**src/rtl/mips_pkg.sv**
```systemverilog
// Shared definitions for the HI/LO multiply/divide unit: op encodings,
// controller state encodings and the divide-by-zero LO constant.
package mips_pkg;

  typedef enum logic [1:0] {
    OpMult  = 2'b00,
    OpMultu = 2'b01,
    OpDiv   = 2'b10,
    OpDivu  = 2'b11
  } op_e;

  typedef enum logic [2:0] {
    StIdle  = 3'd0,
    StPrep  = 3'd1,
    StRun   = 3'd2,
    StFixup = 3'd3,
    StDone  = 3'd4
  } state_e;

  localparam int unsigned MaxWidth = 64;

  // LO result of any divide by zero; sliced down to the operand width.
  localparam logic [MaxWidth-1:0] DivZeroLo = '1;

  function automatic logic op_is_div(op_e op);
    return (op == OpDiv) || (op == OpDivu);
  endfunction

  function automatic logic op_is_signed(op_e op);
    return (op == OpMult) || (op == OpDiv);
  endfunction

endpackage

```
**src/rtl/muldiv_ctrl_if.sv**
```systemverilog
// EX-stage <-> multiply/divide unit signal bundle.
interface muldiv_ctrl_if
  import mips_pkg::*;
#(
  parameter int unsigned WIDTH = 32
) ();

  logic             Start;
  op_e              Op;
  logic [WIDTH-1:0] SrcA;
  logic [WIDTH-1:0] SrcB;
  logic             MfReq;
  logic             MtHi;
  logic             MtLo;
  logic             Flush;
  logic [WIDTH-1:0] Hi;
  logic [WIDTH-1:0] Lo;
  logic             Busy;
  logic             Done;
  logic             Stall;

  modport master (
    output Start, Op, SrcA, SrcB, MfReq, MtHi, MtLo, Flush,
    input  Hi, Lo, Busy, Done, Stall
  );

  modport slave (
    input  Start, Op, SrcA, SrcB, MfReq, MtHi, MtLo, Flush,
    output Hi, Lo, Busy, Done, Stall
  );

endinterface

```
**src/rtl/muldiv_dp.sv**
```systemverilog
// Iterative multiply/divide datapath: operand latches, magnitude prep, one
// shift-add or restoring shift-subtract step per cycle, signed result fixup.
module muldiv_dp
  import mips_pkg::*;
#(
  parameter int unsigned WIDTH = 32
) (
  input  logic             clk,
  input  logic             rst_n,
  input  op_e              op_i,
  input  logic             latch_i,
  input  logic [WIDTH-1:0] a_i,
  input  logic [WIDTH-1:0] b_i,
  input  logic             prep_i,
  input  logic             step_i,
  output logic             div_zero_o,
  output logic [WIDTH-1:0] res_hi_o,
  output logic [WIDTH-1:0] res_lo_o
);

  logic [WIDTH-1:0]   a_q, a_d, b_q, b_d;
  logic [WIDTH-1:0]   acc_q, acc_d, mq_q, mq_d, md_q, md_d;
  logic               neg_res_q, neg_res_d, neg_rem_q, neg_rem_d;

  logic               is_div, is_signed, a_neg, b_neg, quo_bit, div_zero;
  logic [WIDTH-1:0]   abs_a, abs_b;
  logic [WIDTH:0]     shifted;
  logic [WIDTH+1:0]   addsub;
  logic [2*WIDTH-1:0] prod, prod_fix;

  always_comb begin
    is_div    = op_is_div(op_i);
    is_signed = op_is_signed(op_i);
    a_neg     = is_signed & a_q[WIDTH-1];
    b_neg     = is_signed & b_q[WIDTH-1];
    abs_a     = a_neg ? -a_q : a_q;
    abs_b     = b_neg ? -b_q : b_q;

    // One shared adder: remainder trial-subtract for div, partial-product add for mult.
    shifted = {acc_q, mq_q[WIDTH-1]};
    if (is_div) begin
      addsub = {1'b0, shifted} - {2'b00, md_q};
    end else begin
      addsub = {2'b00, acc_q} + {2'b00, {WIDTH{mq_q[0]}} & md_q};
    end
    quo_bit = ~addsub[WIDTH+1];

    a_d       = a_q;
    b_d       = b_q;
    acc_d     = acc_q;
    mq_d      = mq_q;
    md_d      = md_q;
    neg_res_d = neg_res_q;
    neg_rem_d = neg_rem_q;

    if (latch_i) begin
      a_d = a_i;
      b_d = b_i;
    end

    if (prep_i) begin
      acc_d     = '0;
      neg_res_d = a_neg ^ b_neg;
      neg_rem_d = a_neg;
      if (is_div) begin
        mq_d = abs_a;
        md_d = abs_b;
      end else begin
        mq_d = abs_b;
        md_d = abs_a;
      end
    end

    if (step_i) begin
      if (is_div) begin
        acc_d = quo_bit ? addsub[WIDTH-1:0] : shifted[WIDTH-1:0];
        mq_d  = {mq_q[WIDTH-2:0], quo_bit};
      end else begin
        acc_d = addsub[WIDTH:1];
        mq_d  = {addsub[0], mq_q[WIDTH-1:1]};
      end
    end
  end

  // Result is combinational so the controller can capture it on entering DONE.
  always_comb begin
    div_zero = is_div && (b_q == '0);
    prod     = {acc_q, mq_q};
    prod_fix = neg_res_q ? -prod : prod;
    if (div_zero) begin
      res_hi_o = a_q;
      res_lo_o = DivZeroLo[WIDTH-1:0];
    end else if (is_div) begin
      res_hi_o = neg_rem_q ? -acc_q : acc_q;
      res_lo_o = neg_res_q ? -mq_q : mq_q;
    end else begin
      res_hi_o = prod_fix[2*WIDTH-1:WIDTH];
      res_lo_o = prod_fix[WIDTH-1:0];
    end
  end

  assign div_zero_o = div_zero;

  always_ff @(posedge clk or negedge rst_n) begin
    if (!rst_n) begin
      a_q       <= '0;
      b_q       <= '0;
      acc_q     <= '0;
      mq_q      <= '0;
      md_q      <= '0;
      neg_res_q <= 1'b0;
      neg_rem_q <= 1'b0;
    end else begin
      a_q       <= a_d;
      b_q       <= b_d;
      acc_q     <= acc_d;
      mq_q      <= mq_d;
      md_q      <= md_d;
      neg_res_q <= neg_res_d;
      neg_rem_q <= neg_rem_d;
    end
  end

endmodule

```
**src/rtl/muldiv_ctrl.sv**
```systemverilog
// MIPS HI/LO multiply/divide unit: sequencing FSM, iteration counter,
// HI/LO registers and pipeline stall generation around muldiv_dp.
module muldiv_ctrl
  import mips_pkg::*;
#(
  parameter int unsigned WIDTH = 32,
  parameter int unsigned CNT_W = 6
) (
  input logic          clk,
  input logic          rst_n,
  muldiv_ctrl_if.slave bus
);

  state_e           state_q, state_d;
  op_e              op_q, op_d;
  logic [CNT_W-1:0] cnt_q, cnt_d;
  logic [WIDTH-1:0] hi_q, hi_d, lo_q, lo_d;
  logic             busy_q, busy_d, done_q, done_d;

  logic             dp_latch, dp_prep, dp_step, dp_div_zero;
  logic [WIDTH-1:0] dp_res_hi, dp_res_lo;

  muldiv_dp #(
    .WIDTH (WIDTH)
  ) u_dp (
    .clk        (clk),
    .rst_n      (rst_n),
    .op_i       (op_q),
    .latch_i    (dp_latch),
    .a_i        (bus.SrcA),
    .b_i        (bus.SrcB),
    .prep_i     (dp_prep),
    .step_i     (dp_step),
    .div_zero_o (dp_div_zero),
    .res_hi_o   (dp_res_hi),
    .res_lo_o   (dp_res_lo)
  );

  always_comb begin
    state_d  = state_q;
    op_d     = op_q;
    cnt_d    = cnt_q;
    hi_d     = hi_q;
    lo_d     = lo_q;
    dp_latch = 1'b0;
    dp_prep  = 1'b0;
    dp_step  = 1'b0;

    case (state_q)
      StIdle: begin
        if (bus.Start && !bus.Flush) begin
          state_d  = StPrep;
          op_d     = bus.Op;
          dp_latch = 1'b1;
        end
      end
      StPrep: begin
        if (bus.Flush) begin
          state_d = StIdle;
        end else if (dp_div_zero) begin
          state_d = StDone;
        end else begin
          dp_prep = 1'b1;
          cnt_d   = CNT_W'(WIDTH);
          state_d = StRun;
        end
      end
      StRun: begin
        if (bus.Flush) begin
          state_d = StIdle;
          cnt_d   = '0;
        end else begin
          dp_step = 1'b1;
          cnt_d   = cnt_q - CNT_W'(1);
          if (cnt_q == CNT_W'(1)) begin
            state_d = StFixup;
          end
        end
      end
      StFixup: state_d = bus.Flush ? StIdle : StDone;
      StDone:  state_d = StIdle;
      default: state_d = StIdle;
    endcase

    if ((state_q == StIdle) || (state_q == StDone)) begin
      if (bus.MtHi) hi_d = bus.SrcA;
      if (bus.MtLo) lo_d = bus.SrcA;
    end
    // Result write lands on the edge into DONE and overrides any Mt write.
    if (state_d == StDone) begin
      hi_d = dp_res_hi;
      lo_d = dp_res_lo;
    end

    busy_d = state_d inside {StPrep, StRun, StFixup};
    done_d = (state_d == StDone);
  end

  always_ff @(posedge clk or negedge rst_n) begin
    if (!rst_n) begin
      state_q <= StIdle;
      op_q    <= OpMult;
      cnt_q   <= '0;
      hi_q    <= '0;
      lo_q    <= '0;
      busy_q  <= 1'b0;
      done_q  <= 1'b0;
    end else begin
      state_q <= state_d;
      op_q    <= op_d;
      cnt_q   <= cnt_d;
      hi_q    <= hi_d;
      lo_q    <= lo_d;
      busy_q  <= busy_d;
      done_q  <= done_d;
    end
  end

  assign bus.Hi    = hi_q;
  assign bus.Lo    = lo_q;
  assign bus.Busy  = busy_q;
  assign bus.Done  = done_q;
  assign bus.Stall = busy_q & (bus.Start | bus.MfReq | bus.MtHi | bus.MtLo);

endmodule
```
**src/flat_wrapper.sv**
```systemverilog
// flat-port wrapper written by rule: the top's interface ports become plain ports
module muldiv_ctrl_flat import mips_pkg::*;
#(
  parameter int unsigned WIDTH = 32,
  parameter int unsigned CNT_W = 6
)
  (clk, rst_n, bus_Start, bus_Op, bus_SrcA, bus_SrcB, bus_MfReq, bus_MtHi, bus_MtLo, bus_Flush, bus_Hi, bus_Lo, bus_Busy, bus_Done, bus_Stall);
  muldiv_ctrl_if #(.WIDTH(WIDTH)) bus_i ();
  input logic clk;
  input logic rst_n;
  input wire logic [$bits(bus_i.Start)-1:0] bus_Start;
  input wire logic [$bits(bus_i.Op)-1:0] bus_Op;
  input wire logic [$bits(bus_i.SrcA)-1:0] bus_SrcA;
  input wire logic [$bits(bus_i.SrcB)-1:0] bus_SrcB;
  input wire logic [$bits(bus_i.MfReq)-1:0] bus_MfReq;
  input wire logic [$bits(bus_i.MtHi)-1:0] bus_MtHi;
  input wire logic [$bits(bus_i.MtLo)-1:0] bus_MtLo;
  input wire logic [$bits(bus_i.Flush)-1:0] bus_Flush;
  output wire logic [$bits(bus_i.Hi)-1:0] bus_Hi;
  output wire logic [$bits(bus_i.Lo)-1:0] bus_Lo;
  output wire logic [$bits(bus_i.Busy)-1:0] bus_Busy;
  output wire logic [$bits(bus_i.Done)-1:0] bus_Done;
  output wire logic [$bits(bus_i.Stall)-1:0] bus_Stall;
  assign bus_i.Start = bus_Start;
  assign bus_i.Op = bus_Op;
  assign bus_i.SrcA = bus_SrcA;
  assign bus_i.SrcB = bus_SrcB;
  assign bus_i.MfReq = bus_MfReq;
  assign bus_i.MtHi = bus_MtHi;
  assign bus_i.MtLo = bus_MtLo;
  assign bus_i.Flush = bus_Flush;
  assign bus_Hi = bus_i.Hi;
  assign bus_Lo = bus_i.Lo;
  assign bus_Busy = bus_i.Busy;
  assign bus_Done = bus_i.Done;
  assign bus_Stall = bus_i.Stall;
  muldiv_ctrl #(.WIDTH(WIDTH), .CNT_W(CNT_W)) u_core (.clk(clk), .rst_n(rst_n), .bus(bus_i));
endmodule
```
**config.mk**
```make
export PLATFORM = sky130hd
export DESIGN_NAME = muldiv_ctrl_flat
export DESIGN_NICKNAME = d
export VERILOG_FILES = /design/src/rtl/mips_pkg.sv /design/src/rtl/muldiv_ctrl_if.sv /design/src/rtl/muldiv_dp.sv /design/src/rtl/muldiv_ctrl.sv /design/src/flat_wrapper.sv
export SDC_FILE = /design/constraint.sdc
export NUM_CORES = 1
export LEC_CHECK = 0
export BUFFER_PORTS_ARGS = -buffer_cell sky130_fd_sc_hd__buf_2
export CORE_ASPECT_RATIO = 1.75
export CORE_MARGIN = 2
export CORE_UTILIZATION = 40
export CTS_BUF_LIST = sky130_fd_sc_hd__clkbuf_16
export DETAILED_ROUTE_END_ITERATION = 8
export GPL_TIMING_DRIVEN = 0
export PLACE_DENSITY = 0.7
export SETUP_SLACK_MARGIN = 0.05
export SYNTH_ARGS = -nofsm -noshare
export SYNTH_HDL_FRONTEND = slang
export SYNTH_SLANG_ARGS = --single-unit
```
**constraint.sdc**
```tcl
create_clock -name clk -period 3 [get_ports clk]
set_input_delay 0.45 -clock clk [delete_from_list [all_inputs] [get_ports clk]]
set_output_delay 0.45 -clock clk [all_outputs]
set_load 0.02 [all_outputs]
```
# --- Word-level counts from Yosys, hierarchy flattened ---
# Index checks and enable logic that the tools add are counted.
# Widths: inputs -> output; s select.
word_totals:
  ff_bits: 239
  inputBits: 73
  out_inout_bits: 67
  word_cells: 106
op_classes:
  n_addsub: 8
  eq_ne: 13
  muxes: 43
  bitwise: 9
  n_reduce_logical: 19
ops:
  columns: ["cell", "count"]
  rows:
  - ["$mux 32", 23]
  - ["$neg 32->32", 4]
  - ["$mux 64", 1]
  - ["$neg 64->64", 1]
  - ["$mux 34", 1]
  - ["$sub 33x32->34", 1]
  - ["$add 32x32->33", 1]
  - ["$and 32x32->32", 1]
  - ["$logic_not 32->1", 1]
  - ["$mux 3", 6]
  - ["$mux 6", 3]
  - ["$eq 3x2->1 const B", 4]
  - ["$pmux 3 s4", 1]
  - ["$pmux 6 s2", 1]
  - ["$reduce_bool 2->1", 5]
  - ["$mux 1", 7]
  - ["$eq 3x1->1 const B", 2]
  - ["$eq 3x3->1 const B", 2]
  - ["$eq 6x1->1 const B", 1]
  - ["$reduce_and 2->1", 3]
  - ["$sub 6x1->6 const B", 1]
  - ["$eq 2x2->1 const B", 2]
  - ["$ne 2x2->1 const B", 2]
  - ["$and 1x1->1", 3]
  - ["10 further kinds", 15]

# --- Depth between registers and ports, before layout ---
# Gate-level depths: netlist (run 1).
depth:
  word_depth: 9
  ltp_mapped: 14
  mapped_depth_nobuf: 13

# --- Cells and area by module ---
# Synthesis (run 1) repeated with hierarchy kept, for this count alone.
hier_totals:
  hier_cells: 2122
  hier_area_um2: 18606.6
modules_own_cells:
  columns: ["mod", "instances", "cells_per_inst", "area_per_inst_um2", "seq_area_each_um2"]
  rows:
  - ["muldiv_dp", 1, 1853, 14711.6, 4053.9]
  - ["muldiv_ctrl", 1, 269, 3895.0, 1926.8]

# --- Worst setup path after synthesis (run 1) ---
# No wires, ideal clock.
synth_path:
  kind: "register to register"
  from: "register u_core.u_dp.mq_q[0]"
  to: "register u_core.u_dp.acc_q[28]"
  setup_ns: 0.122
  arrival_time_ns: 3.093
  t_required_ns: 2.878
  slack_ns: -0.214
  path_stages_with_launch: 14
  n_path_buf: 2
  period_less_slack_ns: 3.214
  cell_sequence: "dfrtp_1 > inv_1 > clkbuf_1 > nor2_1 > ha_1 > clkbuf_1 > a21o_1 > a211oi_1 > or4b_2 > o211ai_1 > nor2b_1 > o31ai_1 > mux2i_1 > a32o_1"
synth_between:
  elab_chain_cells: 6
synth_rtl:
  columns: ["item", "line_no", "text"]
  rows:
  - ["start: declaration", "muldiv_dp.sv:22", "logic [WIDTH-1:0] acc_q, acc_d, mq_q, mq_d, md_q, md_d;"]
  - ["start signal: assignment", "muldiv_dp.sv:117", "mq_q <= mq_d;"]
  - ["$and 32x32->32 (*)", "muldiv_dp.sv:44", "addsub = {2'b00, acc_q} + {2'b00, {WIDTH{mq_q[0]}} & md_q};"]
  - ["$add 32x32->33 (*)", "muldiv_dp.sv:44", null]
  - ["$mux 34 (*)", "muldiv_dp.sv:41", "if (is_div) begin"]
  - ["$mux 32", "muldiv_dp.sv:76", "acc_d = quo_bit ? addsub[WIDTH-1:0] : shifted[WIDTH-1:0];"]
  - ["$mux 32 (*)", "muldiv_dp.sv:75", "if (is_div) begin"]
  - ["$mux 32 (*)", "muldiv_dp.sv:74", "if (step_i) begin"]
  - ["end signal: assignment", "muldiv_dp.sv:108", "acc_q <= '0;"]
  - ["end signal: assignment", "muldiv_dp.sv:116", "acc_q <= acc_d;"]
  - ["end: declaration", "muldiv_dp.sv:22", null]
# Every way passes the cells marked *; elsewhere a longest branch is shown, timed or not.
# A chain may end at the register's enable or synchronous reset.

# --- Worst setup path in the final report (run 1) ---
layout_path:
  from: "register u_core.u_dp.mq_q[16]"
  to: "register u_core.hi_q[9] (netlist: u_core.bus.Hi[9])"
layout_between:
  elab_chain_cells: 5
layout_rtl:
  columns: ["item", "line_no", "text"]
  rows:
  - ["$neg 64->64", "muldiv_dp.sv:89", "prod_fix = neg_res_q ? -prod : prod;"]
  - ["$mux 64", "muldiv_dp.sv:89", null]
  - ["$mux 32", "muldiv_dp.sv:93", "end else if (is_div) begin"]
  - ["$mux 32", "muldiv_dp.sv:90", "if (div_zero) begin"]
  - ["$mux 32", "muldiv_ctrl.sv:90", "if (state_d == StDone) begin"]
  - ["end signal: assignment", "muldiv_ctrl.sv:112", "hi_q <= hi_d;"]
  - ["end: declaration", "muldiv_ctrl.sv:17", "logic [WIDTH-1:0] hi_q, hi_d, lo_q, lo_d;"]
# No other way between the ends.

==> results of run 1 <==
-- power by group through the flow --
stage	registers [mW]	clock network, mW	logic [mW]
after floorplan	5.44	0	9.39
after global placement	6.05	0	13.2
after detailed placement	6.09	0	13.4
after CTS	6.03	3.13	16.3
after global routing	6.20	3.26	19.6
final	6.17	3.12	18.5
-- flip-flops by register name, summed over array words and instances, names as in the netlist --
name                   flops
u_core.bus.Lo             32
u_core.state_q             3
u_core.bus.Done            1
u_core.u_dp.mq_q          32
u_core.u_dp.a_q           32
u_core.u_dp.md_q          32
u_core.u_dp.acc_q         32
u_core.u_dp.b_q           32
u_core.bus.Busy            1
u_core.bus.Hi             32
u_core.cnt_q               6
u_core.u_dp.neg_rem_q      1
u_core.u_dp.neg_res_q      1
u_core.op_q                2
-- cells by family (layout without fill, tap and decap cells) --
family	count (synthesis)	in the layout	synth area share
compound gates	597	597	0.216
xor+xnor	168	168	0.0826
fa+ha+maj	72	72	0.0514
buf+inv	187	510	0.0436
flops	239	239	0.336
mux	153	153	0.0962
simple gates	667	667	0.175
-- placed cells by master, fill, tap and decap left out, drive strengths merged, types with 8 or more instances in the layout --
cell type  synthesis  routed
a21o              37      37
mux2              76      76
a21oi            130     130
or4               13      13
o211ai            16      16
nand3             25      25
ha                70      70
or3               26      26
a22oi             26      26
buf               42     329
and3              13      13
o221ai            20      20
and2              11      11
nand2            247     247
mux2i             70      70
nor2             190     190
xnor2             93      93
o21ai            157     157
o21a               8       8
dfrtp            239     239
o22ai             21      21
o31ai             29      29
a31oi             55      55
a211oi            27      27
nor2b             13      13
or2               14      14
nor3              54      54
o41ai             16      16
nor4              19      19
clkbuf            84     101
inv               60      62
xor2              75      75
nand2b            18      18
-- final cells by class --
type,instances,area (um^2),share of cell area
Buffer,113,771,0.0326
Clock buffer,25,626,0.0264
Clock inverter,17,143,0.00603
Inverter,61,244,0.0103
Multi-Input combinational cell,1657,13100,0.552
Sequential cell,239,6030,0.255
Tap cell,572,716,0.0302
Timing Repair Buffer,294,2070,0.0874
-- per-layer routing --
metal	global-route usage	part of all wire	vias up
li1	-	-	8168
met1	0.351	0.33	9128
met2	0.591	0.49	1004
met3	0.0470	0.056	426
met4	0.320	0.12	0
met5	0	0	-
-- how the worst max path moves through the flow --
| stage | from | end | slack, ps | cells after the start |
|---|---|---|---|---|
| floorplan | u_core.u_dp.mq_q[0]$_DFFE_PN0P_ | u_core.u_dp.acc_q[28]$_DFFE_PN0P_ | 50 | 14 |
| global placement | rst_n | u_core.bus.Hi[22]$_DFFE_PN0P_ | -2900 | 1 |
| detailed placement | u_core.u_dp.mq_q[0]$_DFFE_PN0P_ | u_core.u_dp.acc_q[28]$_DFFE_PN0P_ | -1240 | 13 |
| CTS | u_core.u_dp.mq_q[31]$_DFFE_PN0P_ | u_core.u_dp.acc_q[28]$_DFFE_PN0P_ | -190 | 13 |
| global route | u_core.u_dp.mq_q[16]$_DFFE_PN0P_ | u_core.bus.Hi[9]$_DFFE_PN0P_ | -330 | 11 |
| finish | u_core.u_dp.mq_q[16]$_DFFE_PN0P_ | u_core.bus.Hi[9]$_DFFE_PN0P_ | -300 | 11 |
-- what timing repair did --
item                                    CTS  global route
setup buffers                            95            55
pin swaps                                95           122
cloned                                    4             0
endpoints found under the setup margin  173           122
resized for setup                       380           197
hold buffers                              1             0
endpoints found under the hold margin    54             0
-- worst max-delay path: stages (launching register included) --
cell and delay [ps]:
dfrtp_1 380, buf_6 150, or4_4 540, or4b_4 590, o41ai_4 400, and2_4 200
buf_6 130, a22oi_2 80, xnor2_2 350, a21oi_2 130, nor2_2 160, a31oi_1 50
==> out/qor.log, run 1 <==
[placement] DPL Wire Length 60.4 mm
[hold_path] sink of the worst hold path u_core.u_dp.b_q[10]$_DFFE_PN0P_
[routing] residual antenna-violating net count after detailed routing 0
[worst_setup_path] worst-path fanout max 5
[layout] Synth-to-Final Area Change 32.8%
[pwr] Flop pwr share 0.222
[sta] Setup TNS -5980 ps
[layout] fill cell count 4092
[routing] average wire per standard cell 27.4 um
[grt] wire length of the first global-routing pass 118 mm
[synth] dominant synthesized flop cell dfrtp_1
[grt] number of antenna violations at the first check in global routing 0
[sta] transition time at the pin with the least slew margin 1100 ps
[synth] largest cells by area after synthesis dfrtp_1 (34%), nand2_1 (5.2%), ha_1 (4.9%)
[worst_setup_path] endpoint kind of the worst setup timing path flip-flop
[floorplan] number of top-level pins 140
[layout] Final Net Count 2536
[synth] most frequently used cell type in the post-synthesis netlist nand2_1
[sta] headroom to the max-slew limit 0.264
[cts] deepest level of the CTS H-tree 1
[floorplan] chip height 283 um
[placement] Buffers on Ports 139
[placement] dpl cell area 0.0193 mm^2
[sta] total setup violations reported at the end of the flow 58
[synth] syn nets 2228
[sta] ratio of final minimum period to clock period 1.10
[sta] worst hold slack across all endpoints 126 ps
[worst_setup_path] worst reg2reg startpoint u_core.u_dp.mq_q[16]$_DFFE_PN0P_
[synth] part of the Yosys area used for sequential elements 0.336
[worst_setup_path] Reg2Reg Capture Point u_core.bus.Hi[9]$_DFFE_PN0P_
[cts] clock sink count 239
[cts] clock insertion delay at the later pin of the skew report 560 ps
[grt] largest net degree at the start of global routing 96
[pwr] P per Cell Area 1180 mW/mm^2
[pwr] switch share 0.503
[layout] antenna diode count 0
[synth] post-synthesis instance area 0.0178 mm^2
[synth] synthesized netlist cell count 2083
[routing] Pre-Repair DR Iteration Count 6
[cts] clk buf depth 3
[synth] Yosys cell types 88
[hold_path] Hold Path Origin bus_SrcB[10]
[synth] Synth area leader dfrtp_1
[cts] Clock transition at path regs 60 ps
[sta] least setup slack across all paths after layout -302 ps
[floorplan] Core Area 0.0442 mm^2
[hold_path] worst hold path class input pin to flip-flop
[synth] commonest cells in the netlist nand2_1 (247), dfrtp_1 (239), nor2_1 (189)
[worst_setup_path] FF-to-FF path depth 11
[floorplan] full die area 0.0463 mm^2
[synth] Yosys Warn Count 0
[worst_setup_path] arrival time worst endpoint 3710 ps
[grt] GRT Util Overall 0.343
[placement] Placed Cells incl. Taps 2796
[grt] vias in the first global route 18644
[placement] routability congestion estimate 0.987
[synth] number of enable flip-flop cells after synthesis 0
[hold_path] hold path depth 2
[cts] Root Driver clkbuf_16
[synth] number of synthesized register bits 239
[pwr] cell-internal power 13.8 mW
[layout] Non-Filler Cell Area, Final 0.0237 mm^2
[outcome] violated checks negative setup slack
[pwr] Leak 10.1 nW
[synth] FFs w/ async S/R, synth 1.00
[layout] final core utilization 0.536
[pwr] combinational group share of total power 0.666
[sta] final critical-path required period 3300 ps
[routing] remaining routing DRC violations 0
[synth] share of Yosys cell area claimed by the top area cell type 0.336
[floorplan] number of standard-cell rows in the floorplan 102
[flow_run] max-cap violations 0
[sta] Fin Clk Skew 19.6 ps
[routing] violation count after the first detailed-routing iteration 1532
[pwr] worst ir drop on vdd 0.628 mV
[floorplan] die width 164 um
[worst_setup_path] required time worst endpoint 3410 ps
[worst_setup_path] reg2reg setup slack -300 ps
[pwr] Net Switching 14.0 mW
[routing] number of vias after detailed routing 18726
[sta] setup repair after global routing missed its margin true
[synth] mean cell area of the mapped netlist 8.56 um^2
[placement] worst slack, placed -1240 ps
[grt] leftover overflow at the end of global routing 0
[cts] Num CTS Buffers 25
[cts] CTS tree yes
[floorplan] effective utilization at floorplan 0.404
[pwr] Pwr Total 27.8 mW
[layout] layout cells sized above 1 0.337
[layout] final non-filler cell total 2978
[sta] final hold vios 0
[worst_setup_path] kind of start point of the critical path flip-flop
[routing] detail-routed via count per cell 6.29
[worst_setup_path] critical path start-end classification flip-flop to flip-flop
[routing] drt total wl 81.7 mm
[sta] number of slew-limit violations in the final report 0
[outcome] outcome finished, violations left
[pwr] portion of total power attributed to the clock network 0.112
[sta] max frequency 0.303 GHz
Power figures use the tool's default switching activity.
==> run 2, diff against run 1 <==
==> constraint.sdc (replaced) <==
create_clock -name clk -period 3 [get_ports clk]
set_input_delay 0.3 -clock clk [delete_from_list [all_inputs] [get_ports clk]]
set_output_delay 0.3 -clock clk [all_outputs]
set_load 0.02 [all_outputs]
==> run 2 against run 1 <==
Net effect:
- total power up 0.85%
- register-to-register slack better by 20 ps
- the flow still finishes with violations (negative setup slack)
- non-clock buffer count up 36
- sequential share of layout area shrank 0.44 points
- die area did not move
- design area is 1.8% higher
- utilization grew 0.97 points
- combinational power hardly changed
- sequential power hardly changed
- critical endpoint is now u_core.bus.Hi[31]$_DFFE_PN0P_
- maximum frequency is 0.55% higher
- critical path depth is 1 lower
- largest power group unchanged
- hold slack worse by 120 ps
==> out/qor.log, run 2 (synthesis gave the netlist of run 1 again) <==
[cts] clock sink count 239 [unchanged]
[placement] Placed Cells incl. Taps 2796 [unchanged]
[floorplan] Core Area 0.0442 mm^2 [unchanged]
[sta] Fin Clk Skew 24.6 ps [+4.93 ps]
[cts] clk buf depth 3 [unchanged]
[routing] detail-routed via count per cell 6.28 [-0.17%]
[layout] final core utilization 0.546 [+0.00975]
[grt] wire length of the first global-routing pass 118 mm [+0.23%]
[sta] headroom to the max-slew limit 0.248 [-0.0162]
[grt] GRT Util Overall 0.343 [+0.000617]
[cts] Clock transition at path regs 70 ps [about the same]
[cts] deepest level of the CTS H-tree 1 [unchanged]
[layout] Final Net Count 2572 [+1.4%]
[routing] number of vias after detailed routing 18921 [+1.0%]
[placement] DPL Wire Length 60.4 mm [unchanged]
[sta] total setup violations reported at the end of the flow 58 [unchanged]
[pwr] Leak 10.2 nW [+1.9%]
[worst_setup_path] endpoint kind of the worst setup timing path flip-flop
[sta] ratio of final minimum period to clock period 1.09 [-0.00599]
[worst_setup_path] slowest cell on the critical path or4b_4
[layout] final non-filler cell total 3014 [+1.2%]
[flow_run] max-cap violations 0 [unchanged]
[routing] drt total wl 82.0 mm [+0.36%]
[worst_setup_path] critical path start-end classification flip-flop to flip-flop
[grt] number of antenna violations at the first check in global routing 0 [unchanged]
[layout] Synth-to-Final Area Change 35.2%
[placement] routability congestion estimate 0.987 [unchanged]
[outcome] outcome finished, violations left
[pwr] Pwr Total 28.1 mW [+0.85%]
[worst_setup_path] worst-path fanout max 4 [-1]
[routing] remaining routing DRC violations 0 [unchanged]
[routing] Pre-Repair DR Iteration Count 8 [+2]
[grt] largest net degree at the start of global routing 96 [unchanged]
[sta] final critical-path required period 3280 ps [-18.0 ps]
[floorplan] effective utilization at floorplan 0.404 [unchanged]
[hold_path] worst hold path class input pin to flip-flop
[cts] clock insertion delay at the later pin of the skew report 560 ps [about the same]
[sta] number of slew-limit violations in the final report 0 [unchanged]
[placement] worst slack, placed -1240 ps [unchanged]
[worst_setup_path] arrival time worst endpoint 3710 ps [about the same]
[layout] antenna diode count 0 [unchanged]
[worst_setup_path] kind of start point of the critical path flip-flop
[routing] residual antenna-violating net count after detailed routing 0 [unchanged]
[layout] FF+latch area 0.00603 mm^2 [about the same]
[routing] violation count after the first detailed-routing iteration 1553 [+1.4%]
[pwr] combinational group share of total power 0.669 [+0.003]
[sta] final hold vios 0 [unchanged]
[layout] multi-input combinational cell area 0.0132 mm^2 [+0.68%]
[grt] leftover overflow at the end of global routing 0 [unchanged]
[routing] average wire per standard cell 27.2 um [-0.84%]
[layout] most common cell after layout, fill and taps aside nand2_1
[sta] setup repair after global routing missed its margin true
[pwr] cell-internal power 14.0 mW [+1.0%]
[layout] fill cell count 4016 [-1.9%]
[floorplan] chip height 283 um [unchanged]
[worst_setup_path] CP peak stage delay 590 ps [about the same]
[outcome] violated checks negative setup slack
[layout] most frequent cells in the layout nand2_1 (239), dfrtp_1 (200), nor2_1 (150), buf_4 (141), buf_2 (141)
[pwr] portion of total power attributed to the clock network 0.111 [about the same]
[worst_setup_path] list of cells traversed by the critical path or4_4 -> or4b_4 -> buf_6 -> nor3_4 -> a32oi_4 -> o31ai_4 -> xor2_2 -> nand2_1 -> o211ai_1 -> o21ai_1
[grt] vias in the first global route 18730 [+0.46%]
[placement] Buffers on Ports 139 [unchanged]
[sta] least setup slack across all paths after layout -284 ps [+18.0 ps]
[worst_setup_path] number of buffers and inverters on the critical path 1 [-1]
[worst_setup_path] required time worst endpoint 3430 ps [+20 ps]
[layout] layout cells sized above 1 0.341 [+0.00404]
[floorplan] die width 164 um [unchanged]
[pwr] Flop pwr share 0.219 [-0.003]
[cts] Num CTS Buffers 25 [unchanged]
[floorplan] number of standard-cell rows in the floorplan 102 [unchanged]
[pwr] worst ir drop on vdd 0.621 mV [-1.1%]
[cts] CTS tree yes
[floorplan] number of top-level pins 140 [unchanged]
[pwr] P per Cell Area 1160 mW/mm^2 [-0.95%]
[pwr] Net Switching 14.1 mW [+0.67%]
[floorplan] full die area 0.0463 mm^2 [unchanged]
[sta] max frequency 0.305 GHz [+0.55%]
[pwr] switch share 0.502 [-0.000896]
[sta] transition time at the pin with the least slew margin 1130 ps [+32.7 ps]
[worst_setup_path] kind of cell adding the most delay to the critical path simple AND/OR/NAND/NOR gates
[cts] Root Driver clkbuf_16
run 2: cell types whose count changed in the layout (fill, tap and decap cells not counted), moves of 3 or more:
cell           change
ha_2               +3
o21ai_0            -6
dlygate4sd3_1     +30
buf_4              +5
o21ai_1            +6
run 2: what timing repair did:
item | CTS | global route
endpoints found under the setup margin | 173 | 126
gates cloned | 4 | 0
pin swaps | 95 | 142
resized for setup | 380 | 227
buffers inserted | 95 | 62
hold buffers | 31 | 0
hold endpoints to repair | 84 | 0
run 2: layout make-up:
cell class,instances,share of cell area
clock buffer,25,0.0260
tap,572,0.0297
timing repair buffer,330,0.100
buffer,113,0.0320
multi-input combinational,1657,0.546
inverter,61,0.0101
clock inverter,17,0.00592
sequential,239,0.250
run 2: final timing paths:
kind	start	endpoint	slack [ps]	cells after the start
min reg2reg	u_core.u_dp.md_q[12]$_DFFE_PN0P_	u_core.u_dp.md_q[12]$_DFFE_PN0P_	490	2
min	bus_SrcB[16]	u_core.u_dp.b_q[16]$_DFFE_PN0P_	10	2
max in group asynchronous	rst_n	u_core.u_dp.a_q[10]$_DFFE_PN0P_	1390	4
min in group asynchronous	rst_n	u_core.u_dp.b_q[18]$_DFFE_PN0P_	250	2
max	u_core.u_dp.mq_q[18]$_DFFE_PN0P_	u_core.bus.Hi[31]$_DFFE_PN0P_	-280	10
max reg2reg	u_core.u_dp.mq_q[18]$_DFFE_PN0P_	u_core.bus.Hi[31]$_DFFE_PN0P_	-280	10
run 2: power groups by stage:
| stage | clock network, mW | logic (mW) | registers (mW) |
|---|---|---|---|
| after floorplan | 0 | 9.39 | 5.44 |
| after CTS | 3.13 | 16.4 | 6.03 |
| after global placement | 0 | 13.2 | 6.05 |
| after detailed placement | 0 | 13.4 | 6.09 |
| after global routing | 3.25 | 19.8 | 6.18 |
| final | 3.12 | 18.8 | 6.16 |
run 2: stage by stage:
step,instance area (um^2),hold WS (ps),setup TNS (ps)
2_1_floorplan,17800,4.41,0
3_3_place_gp,19300,467,-737680
3_5_place_dp,19300,232,-102700
4_1_cts,22700,0.805,-4340
5_1_grt,24100,4.89,-11700
6_report,24100,10.7,-5650
run 2: worst reg2reg max path, cell delays in order (launching register included):
cell	delay [ps]
dfrtp_2	480
or4_4	560
or4b_4	590
buf_6	150
nor3_4	240
a32oi_4	190
o31ai_4	330
xor2_2	260
nand2_1	90
o211ai_1	150
o21ai_1	110
run 2: layer usage:
metal / vias to the layer above / global-route usage / part of all wire
met5: - / 0 / 0
met3: 421 / 0.0466 / 0.056
met2: 998 / 0.590 / 0.49
met4: 0 / 0.323 / 0.12
li1: 8247 / - / -
met1: 9255 / 0.352 / 0.33
